$ cat src/rtl/csa_tree_pkg.sv
// Shared helpers for the carry-save adder tree: operand-count limit and full-adder majority bit.
package csa_tree_pkg;

   localparam int unsigned CSA_MAX_INPUTS = 1024;

   function automatic logic csa_maj(input logic a, input logic b, input logic c);
      return (a & b) | (a & c) | (b & c);
   endfunction

endpackage

$ cat src/rtl/csa_3to2.sv
// One row of full adders: compresses three vectors into a sum vector and a left-shifted carry vector.
module csa_3to2
   import csa_tree_pkg::*;
#(
   parameter int width = 32
) (
   input  logic [width-1:0] a_i,
   input  logic [width-1:0] b_i,
   input  logic [width-1:0] c_i,
   output logic [width-1:0] sum_o,
   output logic [width-1:0] carry_o
);

   always_comb begin
      sum_o   = a_i ^ b_i ^ c_i;
      carry_o = '0;
      // Carry out of the top bit falls off: the tree works modulo 2^width.
      for (int i = 1; i < width; i++) begin
         carry_o[i] = csa_maj(a_i[i-1], b_i[i-1], c_i[i-1]);
      end
   end

endmodule

$ cat src/rtl/csa_tree.sv
// Wallace-style carry-save tree: num_inputs operands -> registered redundant pair (OUT0, OUT1).
// Optional simulation self-check of the modular sum is enabled by defining CSA_TREE_CHECK_EN with verif_en=1.
module csa_tree
   import csa_tree_pkg::*;
#(
   parameter int num_inputs  = 8,
   parameter int input_width = 32,
   parameter int verif_en    = 0
) (
   input  logic                                clk_i,
   input  logic                                rst_ni,
   input  logic                                valid_i,
   input  logic [num_inputs*input_width-1:0]   INPUT,
   output logic [input_width-1:0]              OUT0,
   output logic [input_width-1:0]              OUT1,
   output logic                                valid_o
);

   function automatic int next_cnt(input int n);
      return (n > 2) ? ((n / 3) * 2 + (n % 3)) : n;
   endfunction

   function automatic int calc_levels(input int n);
      int c;
      int l;
      c = n;
      l = 0;
      for (int i = 0; i < 64; i++) begin
         if (c > 2) begin
            c = next_cnt(c);
            l++;
         end
      end
      return l;
   endfunction

   function automatic int level_cnt(input int n, input int lvl_idx);
      int c;
      c = n;
      for (int i = 0; i < lvl_idx; i++) c = next_cnt(c);
      return c;
   endfunction

   localparam int LEVELS = calc_levels(num_inputs);

   logic [input_width-1:0] lvl [LEVELS+1][num_inputs];
   logic [input_width-1:0] pair_sum;
   logic [input_width-1:0] pair_carry;

   for (genvar j = 0; j < num_inputs; j++) begin : g_in
      assign lvl[0][j] = INPUT[j*input_width +: input_width];
   end

   // Each level: triples compress into (sum, carry) pairs packed first, leftovers follow unchanged.
   for (genvar l = 0; l < LEVELS; l++) begin : g_lvl
      localparam int CNT  = level_cnt(num_inputs, l);
      localparam int TRIS = CNT / 3;
      localparam int NXT  = 2 * TRIS + (CNT % 3);

      for (genvar t = 0; t < TRIS; t++) begin : g_csa
         csa_3to2 #(.width(input_width)) u_csa (
            .a_i    (lvl[l][3*t]),
            .b_i    (lvl[l][3*t+1]),
            .c_i    (lvl[l][3*t+2]),
            .sum_o  (lvl[l+1][2*t]),
            .carry_o(lvl[l+1][2*t+1])
         );
      end

      for (genvar j = 2 * TRIS; j < num_inputs; j++) begin : g_pass
         if (j < NXT) begin : g_fwd
            assign lvl[l+1][j] = lvl[l][j+TRIS];
         end else begin : g_zero
            assign lvl[l+1][j] = '0;
         end
      end
   end

   if (num_inputs == 1) begin : g_single
      assign pair_sum   = lvl[LEVELS][0];
      assign pair_carry = '0;
   end else begin : g_pair
      assign pair_sum   = lvl[LEVELS][0];
      assign pair_carry = lvl[LEVELS][1];
   end

   logic [input_width-1:0] out0_d, out0_q;
   logic [input_width-1:0] out1_d, out1_q;
   logic                   valid_d, valid_q;

   always_comb begin
      out0_d  = out0_q;
      out1_d  = out1_q;
      valid_d = valid_i;
      if (valid_i) begin
         out0_d = pair_sum;
         out1_d = pair_carry;
      end
   end

   // Output register stage
   always_ff @(posedge clk_i or negedge rst_ni) begin
      if (!rst_ni) begin
         out0_q  <= '0;
         out1_q  <= '0;
         valid_q <= 1'b0;
      end else begin
         out0_q  <= out0_d;
         out1_q  <= out1_d;
         valid_q <= valid_d;
      end
   end

   assign OUT0    = out0_q;
   assign OUT1    = out1_q;
   assign valid_o = valid_q;

`ifdef CSA_TREE_CHECK_EN
`ifndef SYNTHESIS
   if (verif_en != 0) begin : g_check
      logic [input_width-1:0] in_total;
      logic [input_width-1:0] tree_total;

      always_comb begin
         in_total = '0;
         for (int n = 0; n < num_inputs; n++) begin
            in_total = in_total + INPUT[n*input_width +: input_width];
         end
         tree_total = pair_sum + pair_carry;
      end

      always @(posedge clk_i) begin
         if (rst_ni && (in_total !== tree_total)) begin
            $error("%m: csa_tree sum check: inputs=%h tree=%h", in_total, tree_total);
         end
      end
   end
`endif
`else
   // Checker compiled out; verif_en has no effect in this build.
   if (verif_en != 0) begin : g_check_off
   end
`endif

endmodule

$ cat config.mk
export PLATFORM = sky130hd
export DESIGN_NAME = csa_tree
export DESIGN_NICKNAME = d
export VERILOG_FILES = /design/src/rtl/csa_tree_pkg.sv /design/src/rtl/csa_3to2.sv /design/src/rtl/csa_tree.sv
export SDC_FILE = /design/constraint.sdc
export NUM_CORES = 1
export LEC_CHECK = 0
export CAP_MARGIN = 10
export CORE_UTILIZATION = 43
export CTS_BUF_LIST = sky130_fd_sc_hd__clkbuf_4 sky130_fd_sc_hd__clkbuf_8
export DETAILED_ROUTE_END_ITERATION = 12
export PLACE_DENSITY = 0.85
export SLEW_MARGIN = 20
export SYNTH_ARGS = -nofsm -noshare
export SYNTH_HDL_FRONTEND = slang
export SYNTH_HIERARCHICAL = 1
export SYNTH_SLANG_ARGS = --single-unit
$ cat constraint.sdc
create_clock -name clk_i -period 1.05 [get_ports clk_i]
set_clock_uncertainty 0.1 [all_clocks]
set_input_delay 0.21 -clock clk_i [delete_from_list [all_inputs] [get_ports clk_i]]
set_output_delay 0.21 -clock clk_i [all_outputs]
set_load 0.03 [all_outputs]
==> insert_results.sql <==
INSERT INTO impl_metrics (metric_group, metric, value, unit) VALUES
('worst_hold_path', 'hold_path_class', 'in2reg', ''),
('timing', 'setup-violations-final', '128', ''),
('die', 'die_width', '126', 'µm'),
('worst_setup_path', 'worst-r2r-setup-slack', '-0.09', 'ns'),
('synth', 'postSynthAreaPerCell', '19.5', 'µm²'),
('synth', 'synth.yosys.seq_area_share', '0.245', ''),
('timing', 'fmax', '397', 'MHz'),
('worst_setup_path', 'cpPeakStageDelay', '0.57', 'ns'),
('pwr', 'report.power.total', '23800', 'µW'),
('timing', 'finalSetupTns', '-91.57', 'ns'),
('synth', 'post_synth_num_cell_types', '9', ''),
('worst_setup_path', 'cp.buffers_inverters', '1', ''),
('timing', 'rsz0062_at_grt', 'yes', ''),
('worst_setup_path', 'cp_top_family', 'adder cells', ''),
('worst_setup_path', 'crit_path_start_kind', 'input port', ''),
('detailed_routing', 'drtAntennaViolNets', '0', ''),
('pwr', 'p_comb_frac', '0.700', ''),
('timing', 'report.final.slew_viol_count', '0', ''),
('finish', 'synthToLayoutAreaGrowth', '59.1', '%'),
('detailed_routing', 'drt-total-wl', '17500', 'µm'),
('worst_setup_path', 'worst_r2r_path_depth', '3', ''),
('finish', 'post_route_cells_drive_above_1_share', '0.639', ''),
('synth', 'postSynthCellCount', '340', ''),
('placed_design', 'placed_instances', '844', ''),
('worst_setup_path', 'criticalPathCategory', 'in2reg', ''),
('pwr', 'p_seq_frac', '0.205', ''),
('pwr', 'cell_internal_pwr', '14500', 'µW'),
('finish', 'fin_cells', '910', ''),
('finish', 'antenna_cells', '0', ''),
('placed_design', 'place_hpwl', '14900', 'µm'),
('worst_setup_path', 'timing.rr.end', 'OUT0[16]', ''),
('grt', 'grt_first_pass_wirelength', '27800', 'µm'),
('synth', 'biggest_area_consumer_among_synthesized_cells', 'fa_1', ''),
('outcome', 'status', 'finished, violations left', ''),
('outcome', 'failed_checks', 'negative setup slack', ''),
('worst_setup_path', 'critPathMaxFanout', '1', ''),
('pwr', 'total_leakage_power', '0.00471', 'µW'),
('die', 'design.portCount', '324', ''),
('worst_setup_path', 'crit_path_frequent_cell', 'fa_2', ''),
('clock_network', 'worstSkewPairLatency', '0.34', 'ns'),
('timing', 'final.setup.worst_slack', '-1.47', 'ns'),
('clock_network', 'path_clk_slew', '0.07', 'ns'),
('timing', 'finalHoldWorstSlack', '0.148', 'ns'),
('synth', 'yosys.area.top_type_share', '0.561', ''),
('grt', 'gr-usage-met2', '0.427', ''),
('worst_setup_path', 'critical_path.reg2reg.startpoint', 'OUT0[16]', ''),
('timing', 'final.period_utilization', '2.40', ''),
('pwr', 'powerDensity', '2250', 'mW/mm²'),
('clock_network', 'root_buffer', 'clkbuf_8', ''),
('grt', 'vias_in_the_first_global_route', '5337', ''),
('detailed_routing', 'drtPass1Iterations', '6', ''),
('die', 'fp.dieArea', '0.0159', 'mm²'),
('placed_design', 'routabilityCongestion', '0.828', ''),
('synth', 'ys.warnings.count', '6', ''),
('clock_network', 'cts_num_sinks', '65', ''),
('grt', 'gr-usage-all-layers', '0.235', ''),
('worst_setup_path', 'crit_path_top_delay_cell', 'fa_2', ''),
('worst_hold_path', 'hold_path.startpoint', 'valid_i', ''),
('synth', 'synth_area_leaders', 'fa_1 56%, dfrtp_1 25%, mux2_4 14%, xor3_1 2.1%, buf_12 1.8%', ''),
('synth', 'yosys_register_bits', '65', ''),
('die', 'rows', '45', ''),
('grt', 'global_route.usage.met3', '0.0637', ''),
('pwr', 'power.switching_fraction', '0.388', ''),
('finish', 'fin_nets', '1162', ''),
('pwr', 'pwr-share-clk', '0.095', ''),
('synth', 'syn-num-nets', '785', ''),
('die', 'floorplan.initialDensity', '0.438', ''),
('pwr', 'vdd.ir_drop.worst', '1.73', 'mV'),
('detailed_routing', 'routed_via_density', '4.74', ''),
('clock_network', 'clockBufferDepth', '2', ''),
('worst_setup_path', 'critical_path.cell_chain', 'buf_6 -> fa_2 -> fa_2 -> fa_1 -> fa_2 -> mux2_4', '');
## layout by cell type (no fill, tap or decap), types with 2 or more instances in the layout
cell type	count
buf_6	138
fa_1	113
buf_2	100
fa_2	73
dfrtp_1	65
mux2_4	64
clkdlybuf4s50_1	64
buf_4	51
buf_12	13
clkbuf_8	11
xor3_1	6
conb_1	6
dlygate4sd2_1	4
clkbuf_2	4
dlygate4sd3_1	2
buf_8	2
## layout make-up
type                    instances  area, µm²
fillers                       997       4590
repair buffers                379       3450
clock buffers                  12        159
flip-flops and latches         65       1630
multi-input cells             262       5030
clock inverters                 4       51.3
well taps                     188        235
## registers in the layout (all words and copies together) (netlist names)
name     cells
OUT0        32
valid_o      1
OUT1        32
## routing by layer
| layer | vias up | wire length [µm] |
|---|---|---|
| met5 | - | 0 |
| li1 | 1825 | - |
| met2 | 221 | 9530 |
| met3 | 40 | 1380 |
| met1 | 2227 | 6070 |
| met4 | 0 | 526 |
## repair_timing
item / CTS / global route
hold buffers: 2 / 0
endpoints found under the setup margin: 127 / 127
buffers inserted: 24 / 24
resized for setup: 889 / 46
endpoints found under the hold margin: 66 / 0
pin swaps: 176 / 69
## per-stage QoR
step           setup WS (ns)   util  instance area [µm²]
2_1_floorplan          -1.62      -                 6710
4_1_cts                -1.44  0.671                10200
3_5_place_dp           -2.22  0.663                10000
3_3_place_gp           -2.18  0.663                10000
5_1_grt                -1.47  0.697                10600
6_report               -1.47  0.697                10600
## worst min-delay path by stage
stage,cells after the start,to
after CTS,2,OUT1[11]
after detailed placement,2,OUT0[29]
after global placement,2,OUT1[30]
final,2,OUT0[11]
after floorplan,0,OUT0[0]
after global routing,2,OUT0[11]
## power groups by stage
stage | logic [µW] | clock network, µW | registers [µW]
after floorplan | 6550 | 0 | 6990
after global placement | 14300 | 0 | 4670
after detailed placement | 14700 | 0 | 4730
after CTS | 16100 | 2320 | 4860
after global routing | 18000 | 2410 | 5000
final | 16600 | 2250 | 4880
## cell usage after synthesis, drive strengths merged
cell,number
conb,6
dfrtp,65
fa,186
buf,13
xor3,6
mux2,64
## kinds of logic (layout without fill, tap and decap cells)
group	after synthesis	in the layout	synth area share
xor+xnor	6	6	0.0215
fa+ha+maj	186	186	0.561
buf+inv	13	395	0.0266
flops	65	65	0.245
mux	64	64	0.143
other cells	6	6	0.00339
(Power assumes the default switching activity.)
